--- config.mk ---
export PLATFORM = sky130hd
export DESIGN_NAME = mux_scan_seq
export DESIGN_NICKNAME = d
export VERILOG_FILES = /design/src/rtl/mux_scan_seq.sv
export SDC_FILE = /design/constraint.sdc
export NUM_CORES = 1
export LEC_CHECK = 0
export CAP_MARGIN = 20
export CORE_MARGIN = 2
export CORE_UTILIZATION = 42
export CTS_BUF_LIST = sky130_fd_sc_hd__clkbuf_16
export DETAILED_ROUTE_END_ITERATION = 10
export PLACE_DENSITY = 0.85
export SYNTH_ARGS = -nofsm -noshare
export SYNTH_HDL_FRONTEND = slang
export SYNTH_SLANG_ARGS = --single-unit
--- constraint.sdc ---
create_clock -name clk -period 1.89 [get_ports clk]
set_input_delay 0.2835 -clock clk [delete_from_list [all_inputs] [get_ports clk]]
set_output_delay 0.2835 -clock clk [all_outputs]
set_load 0.01 [all_outputs]
--- src/rtl/mux_scan_seq.sv ---
// mux_scan_seq: captures a parallel byte and walks an 8:1 mux select across it,
// holding each select value for HOLD cycles, then pulses done.
module mux_scan_seq #(
    parameter int unsigned HOLD = 1
) (
    input  logic       clk,
    input  logic       reset,
    input  logic       start,
    input  logic [7:0] din,
    output logic [7:0] data,
    output logic [2:0] sel,
    output logic       ser,
    output logic       bit_valid,
    output logic       last,
    output logic       busy,
    output logic       done
);

    localparam int unsigned CNT_W   = (HOLD > 1) ? $clog2(HOLD) : 1;
    localparam int unsigned SEL_W   = 3;
    localparam logic [CNT_W-1:0] CNT_LAST = CNT_W'(HOLD - 1);
    localparam logic [SEL_W-1:0] SEL_LAST = SEL_W'(7);

    typedef enum logic [1:0] {
        IDLE = 2'd0,
        SCAN = 2'd1,
        DONE = 2'd2
    } state_t;

    state_t           state;
    state_t           state_nxt;
    logic [CNT_W-1:0] cnt;
    logic [CNT_W-1:0] cnt_nxt;
    logic [7:0]       data_nxt;
    logic [SEL_W-1:0] sel_nxt;

    // State, counter, captured word and decoded status flags
    always_ff @(posedge clk or posedge reset) begin
        if (reset) begin
            state     <= IDLE;
            cnt       <= '0;
            data      <= '0;
            sel       <= '0;
            bit_valid <= 1'b0;
            last      <= 1'b0;
            busy      <= 1'b0;
            done      <= 1'b0;
        end else begin
            state     <= state_nxt;
            cnt       <= cnt_nxt;
            data      <= data_nxt;
            sel       <= sel_nxt;
            bit_valid <= (state_nxt == SCAN);
            last      <= (state_nxt == SCAN) && (sel_nxt == SEL_LAST);
            busy      <= (state_nxt != IDLE);
            done      <= (state_nxt == DONE);
        end
    end

    // Next-state logic: capture from IDLE/DONE, step sel every HOLD cycles in SCAN
    always_comb begin
        state_nxt = state;
        cnt_nxt   = cnt;
        data_nxt  = data;
        sel_nxt   = sel;
        case (state)
            IDLE, DONE: begin
                if (start) begin
                    data_nxt  = din;
                    sel_nxt   = '0;
                    cnt_nxt   = '0;
                    state_nxt = SCAN;
                end else begin
                    state_nxt = IDLE;
                end
            end
            SCAN: begin
                if (cnt == CNT_LAST) begin
                    cnt_nxt = '0;
                    if (sel == SEL_LAST) begin
                        state_nxt = DONE;
                    end else begin
                        sel_nxt = sel + SEL_W'(1);
                    end
                end else begin
                    cnt_nxt = cnt + CNT_W'(1);
                end
            end
            default: begin
                state_nxt = IDLE;
            end
        endcase
    end

    // Local copy of the downstream mux output
    assign ser = data[sel];

endmodule

==> results.cfg, run 1 <==
[run_status]
status = complete, no violations

[floorplan]
io_pins = 27
core_um2 = 1690
die_y_um = 45.7
fp-row-count = 15
die_w_um = 45.7
start_util = 0.433
dieArea_um2 = 2090

[clocking]
clk_pin_slew_ns = 0.05
cts_tree = built
numCtsBuffers = 3
cts_hold_buf = 0
h-tree-depth = 1
clkSinkCount = 17
cts_buffer_depth = 2
clock-root-buffer = clkbuf_16
clock_latency_ns = 0.25

[synth]
yosys.area_share.xor_xnor = 0.0239
yosys_warnings = 0
synth_top_family_by_area = multiplexers
synthAdderAreaFrac = 0.0171
syn_inst = 53
synth_nets = 65
synth_seq_cells = 17
syn_area_um2 = 732
syn_avg_cell_area_um2 = 13.8
synth.mux.area_fraction = 0.210
synthSimpleGateAreaFrac = 0.0769
synth_compound_area_frac = 0.0632
yosysSeqAreaShare = 0.581
synthDistinctLibCells = 20

[drt]
drc = 0
ant_nets = 0
drt_wl_total_um = 1730
vias_per_cell = 5.18
first_iter_violations = 15
vias = 575
wl_per_cell_um = 15.5
dr.pass1.iters = 4

[sta]
slew_headroom = 0.552
timing.fmax_mhz = 540
finalHoldViolCount = 0
rsz0062_at_grt = yes
setup_tns_ns = 0
final-setup-viol-count = 0
slew_violations = 0
fin_crit_ns = 1.85
fin_skew_ns = 0.00364
tightestPinTransition_ns = 0.671
period_share = 0.980

[power_and_ir_drop]
p_leak_nw = 0.518
ir_worst_vdd_uv = 1330
power.density_nw_per_um2 = 1940
total_power_w = 0.00228

[placement]
portBuffers = 26
place_congestion = 0.855
placed_area_um2 = 1080
place_hpwl_um = 1190

[min_path]
min_path_type = input port to asynchronous set/reset pin

[layout]
final_cell_area_um2 = 1180
multi_input_area_um2 = 283
layout.cells.most_common_list = 25 x clkdlybuf4s50_1, 16 x dfrtp_1, 13 x buf_4
mostFrequentLayoutCell = clkdlybuf4s50_1
syn_to_final_growth_pct = 60.9
layout.area.seq_um2 = 427
antenna_cells = 0
drive_gt1_frac = 0.351
filler_cell_count = 126
layout.nets = 107

[setup_path]
worstSetupPathType = register to output port
cp_max_fo = 3
crit_path_end_kind = output port
cp_slowest_stage_delay_ns = 0.51
path_cells = mux4_2, mux2_4, buf_6
cp.arrival_ns = 1.57
crit_slowest_cell = mux4_2
critPathLaunchType = register
crit_required_ns = 1.61

[global_route]
antenna_found_initial = 0
grtUsageTotal = 0.192
grt-ovfl-total = 0
grt_pass1_vias = 547
grt_max_degree = 18
grt_pass1_wl_um = 2560

[job]
cap_violations = 0
==> cell type report <==
| cell class | count | area share |
|---|---|---|
| flip-flops and latches | 17 | 0.362 |
| clock buffers | 3 | 0.0638 |
| repair buffers | 39 | 0.305 |
| multi-input cells | 32 | 0.240 |
| well taps | 17 | 0.0181 |
| inverters | 2 | 0.00638 |
| clock inverters | 1 | 0.00425 |
==> critical path, delay by kind of cell, from the launching register on <==
kind	cells	cell delay [ns]
multiplexers	2	0.80
flip-flops	1	0.40
buffers and inverters	1	0.12
==> metal layers <==
metal	global-route usage	part of all wire	up-vias	wire length (µm)
li1	-	-	271	-
met1	0.239	0.43	278	741
met2	0.279	0.50	23	861
met3	0.0595	0.054	3	94
met4	0.137	0.016	0	28
met5	0	0	-	0
==> synthesized netlist by cell type <==
cell type | n | share of area
dfrtp_1 | 17 | 0.58
mux2_2 | 9 | 0.14
nand2_1 | 4 | 0.021
nor2_1 | 4 | 0.021
a31o_2 | 2 | 0.024
inv_1 | 2 | 0.010
mux4_1 | 2 | 0.072
a21oi_1 | 1 | 0.0068
a22o_2 | 1 | 0.014
a31oi_1 | 1 | 0.0086
buf_2 | 1 | 0.0068
buf_4 | 1 | 0.010
ha_1 | 1 | 0.017
nand2b_1 | 1 | 0.0086
nand3_1 | 1 | 0.0068
nor2b_1 | 1 | 0.0086
nor4b_1 | 1 | 0.012
o211ai_1 | 1 | 0.010
xnor2_1 | 1 | 0.012
xor2_1 | 1 | 0.012
==> registers in the layout, indices dropped and copies added (netlist names) <==
| signal | flops |
|---|---|
| data | 8 |
| sel | 3 |
| state | 2 |
| bit_valid | 1 |
| busy | 1 |
| done | 1 |
| last | 1 |
==> where the power goes <==
group	switching [W]	internal, W	leakage, nW
Combinational	0.000415	0.000765	0.274
Sequential	0.000139	0.000532	0.203
Clock	0.000149	0.000284	0.0409
==> metrics by stage <==
step	instances	util	hold slack, ns	setup slack (ns)
after floorplan	53	-	0.210	0.263
after global placement	105	0.641	0.586	-0.0674
after detailed placement	105	0.641	0.589	-0.137
after CTS	111	0.696	0.448	0.00332
after global routing	111	0.697	0.490	-0.00482
final	111	0.697	0.426	0.0371
==> cell families after synthesis <==
group | Yosys count
AO/OA/AOI/OAI | 6
XOR/XNOR | 2
adder cells (fa/ha/maj) | 1
buffers and inverters | 4
flip-flops | 17
multiplexers | 11
AND/OR/NAND/NOR | 12
==> final timing paths <==
| path | from | endpoint | slack, ns | cells after the start |
|---|---|---|---|---|
| setup / recovery | sel[0] | ser | 0.04 | 3 |
| hold / removal | reset | data[0] | 0.43 | 2 |
| setup reg to reg | sel[0] | sel[0] | 0.07 | 7 |
| hold reg to reg | data[7] | data[7] | 0.62 | 2 |
| max in group asynchronous | reset | sel[0] | 0.99 | 2 |
| min in group clk | data[7] | data[7] | 0.62 | 2 |
==> what timing repair did <==
action | in CTS | in global routing
cloned | 0 | 0
gates resized for setup | 8 | 1
setup endpoints to repair | 1 | 3
setup buffers | 2 | 0
(Power assumes the default switching activity.)
==> inputs of run 2 (changes only) <==
--- a/config.mk
+++ b/config.mk
@@ -7,10 +7,10 @@
 export LEC_CHECK = 0
 export CAP_MARGIN = 20
 export CORE_MARGIN = 2
-export CORE_UTILIZATION = 42
+export CORE_UTILIZATION = 37
 export CTS_BUF_LIST = sky130_fd_sc_hd__clkbuf_16
 export DETAILED_ROUTE_END_ITERATION = 10
-export PLACE_DENSITY = 0.85
+export PLACE_DENSITY = 0.68
 export SYNTH_ARGS = -nofsm -noshare
 export SYNTH_HDL_FRONTEND = slang
 export SYNTH_SLANG_ARGS = --single-unit
==> run 2 against run 1 <==
Net effect:
- final area rose by 0.32%
- critical path depth stayed put
- count of clock-buffer cells in the layout unchanged
- register-to-register slack better by 0.14 ns
- fmax rose by 0.52%
- critical endpoint unchanged
- worst setup slack improved by 0.0096 ns
- largest cell class unchanged
- clock power fell by 4.6%
- combinational power hardly changed
- hold slack barely moved
==> results.cfg, run 2 (synthesis gave the netlist of run 1 again) <==
[run_status]
status = complete, no violations

[layout]
mostFrequentLayoutCell = clkdlybuf4s50_1
drive_gt1_frac = 0.333
layout_top_registers = data: 8 flops, sel: 3 flops, state: 2 flops
syn_to_final_growth_pct = 61.4
regMostFlops = data
layout.cells.most_common_list = 25 x clkdlybuf4s50_1, 17 x dfrtp_1, 12 x buf_4
final_util = 0.615
stdcell_count = 120
layout.nets = 106
largest_reg_flops = 8
antenna_cells = 0
final_cell_area_um2 = 1180

[global_route]
grt-ovfl-total = 0
antenna_found_initial = 0
grtUsageTotal = 0.140
grt_pass1_wl_um = 2500
grt_max_degree = 18
grt_pass1_vias = 587

[power_and_ir_drop]
p_leak_nw = 0.514
p_comb_frac = 0.519
pwr-share-clk = 0.185
total_power_w = 0.00222
p_int_w = 0.00156
swShare = 0.296
ir_worst_vdd_uv = 957
power.density_nw_per_um2 = 1880
netSwitchingPower_w = 0.000659
p_seq_frac = 0.295

[sta]
tightestPinTransition_ns = 0.620
finalHoldViolCount = 0
slew_headroom = 0.586
slew_violations = 0
setup_tns_ns = 0
final-setup-viol-count = 0
period_share = 0.975
fin_skew_ns = 0.00174
fin_crit_ns = 1.84
rsz0062_at_grt = yes
timing.fmax_mhz = 543

[placement]
place_hpwl_um = 1070
portBuffers = 26
place_congestion = 0.744
placed_cells = 115
placed_area_um2 = 1100

[clocking]
clock-root-buffer = clkbuf_16
clkSinkCount = 17
numCtsBuffers = 3
h-tree-depth = 1
clock_latency_ns = 0.24
cts_buffer_depth = 2
cts_tree = built
clk_pin_slew_ns = 0.05

[drt]
drt_wl_total_um = 1460
drc = 0
wl_per_cell_um = 12.1
ant_nets = 0
vias = 574
first_iter_violations = 3
dr.pass1.iters = 4
vias_per_cell = 4.78

[floorplan]
core_um2 = 1920
dieArea_um2 = 2350
die_w_um = 48.5
start_util = 0.381
die_y_um = 48.5
fp-row-count = 16
io_pins = 27

[setup_path]
cp.arrival_ns = 1.56
r2r_end = sel[0]
cp_max_fo = 3
crit_path_end_kind = output port
crit_end = ser
critPathLaunchType = register
r2r_slack_ns = 0.21
rr_worst_depth = 6
r2r_start = sel[0]
crit_required_ns = 1.61
worstSetupPathType = register to output port
startpoint = sel[0]

[min_path]
min_path_type = input port to asynchronous set/reset pin

[job]
cap_violations = 0
## run 2: cell types whose count changed in the layout (fill, tap and decap cells not counted)
cell	before	now
dfrtp_1	16	17
dfrtp_2	1	0
buf_4	13	12
## run 2: worst min-delay path by stage
stage / to / slack, ns / depth (start not counted)
global route: data[0] / 0.49 / 2
global placement: data[5] / 0.58 / 2
detailed placement: data[1] / 0.58 / 2
CTS: data[5] / 0.46 / 2
finish: data[2] / 0.43 / 2
floorplan: bit_valid / 0.21 / 1
## run 2: layout make-up
| class | count | area [µm²] |
|---|---|---|
| Sequential cell | 17 | 425 |
| Clock buffer | 3 | 75.1 |
| Timing Repair Buffer | 38 | 352 |
| Tap cell | 27 | 33.8 |
| Multi-Input combinational cell | 32 | 283 |
| Inverter | 2 | 7.51 |
| Fill cell | 169 | 741 |
| Clock inverter | 1 | 5.00 |
## run 2: power by group through the flow
| stage | clock network, W | registers, W | logic (W) |
|---|---|---|---|
| 2_1_floorplan | 0 | 0.000719 | 0.000432 |
| 3_3_place_gp | 0 | 0.000646 | 0.00109 |
| 3_5_place_dp | 0 | 0.000646 | 0.00111 |
| 4_1_cts | 0.000417 | 0.000654 | 0.00112 |
| 5_1_grt | 0.000438 | 0.000678 | 0.00125 |
| 6_report | 0.000412 | 0.000657 | 0.00115 |
## run 2: per-layer routing
| metal | global-route usage | vias up | share of wire |
|---|---|---|---|
| met5 | 0 | - | 0 |
| met4 | 0.0762 | 0 | 0.0089 |
| met3 | 0.0370 | 2 | 0.069 |
| met2 | 0.252 | 22 | 0.51 |
| met1 | 0.147 | 282 | 0.41 |
| li1 | - | 268 | - |
## run 2: through the flow
step | setup WS [ns] | hold WS, ns
4_1_cts | 0.0384 | 0.458
3_3_place_gp | -0.0536 | 0.580
3_5_place_dp | -0.0827 | 0.584
2_1_floorplan | 0.263 | 0.210
5_1_grt | -0.0135 | 0.494
6_report | 0.0467 | 0.426
## run 2: repair_timing
item | 4_1_cts | 5_1_grt
endpoints found under the setup margin | 1 | 1
hold buffers | 0 | 0
setup buffers | 1 | 0
resized for setup | 6 | 2
## run 2: critical path, cell delays in order, from the launching register on
cell     delay, ns
dfrtp_1       0.40
mux4_2        0.51
mux2_4        0.29
buf_6         0.12
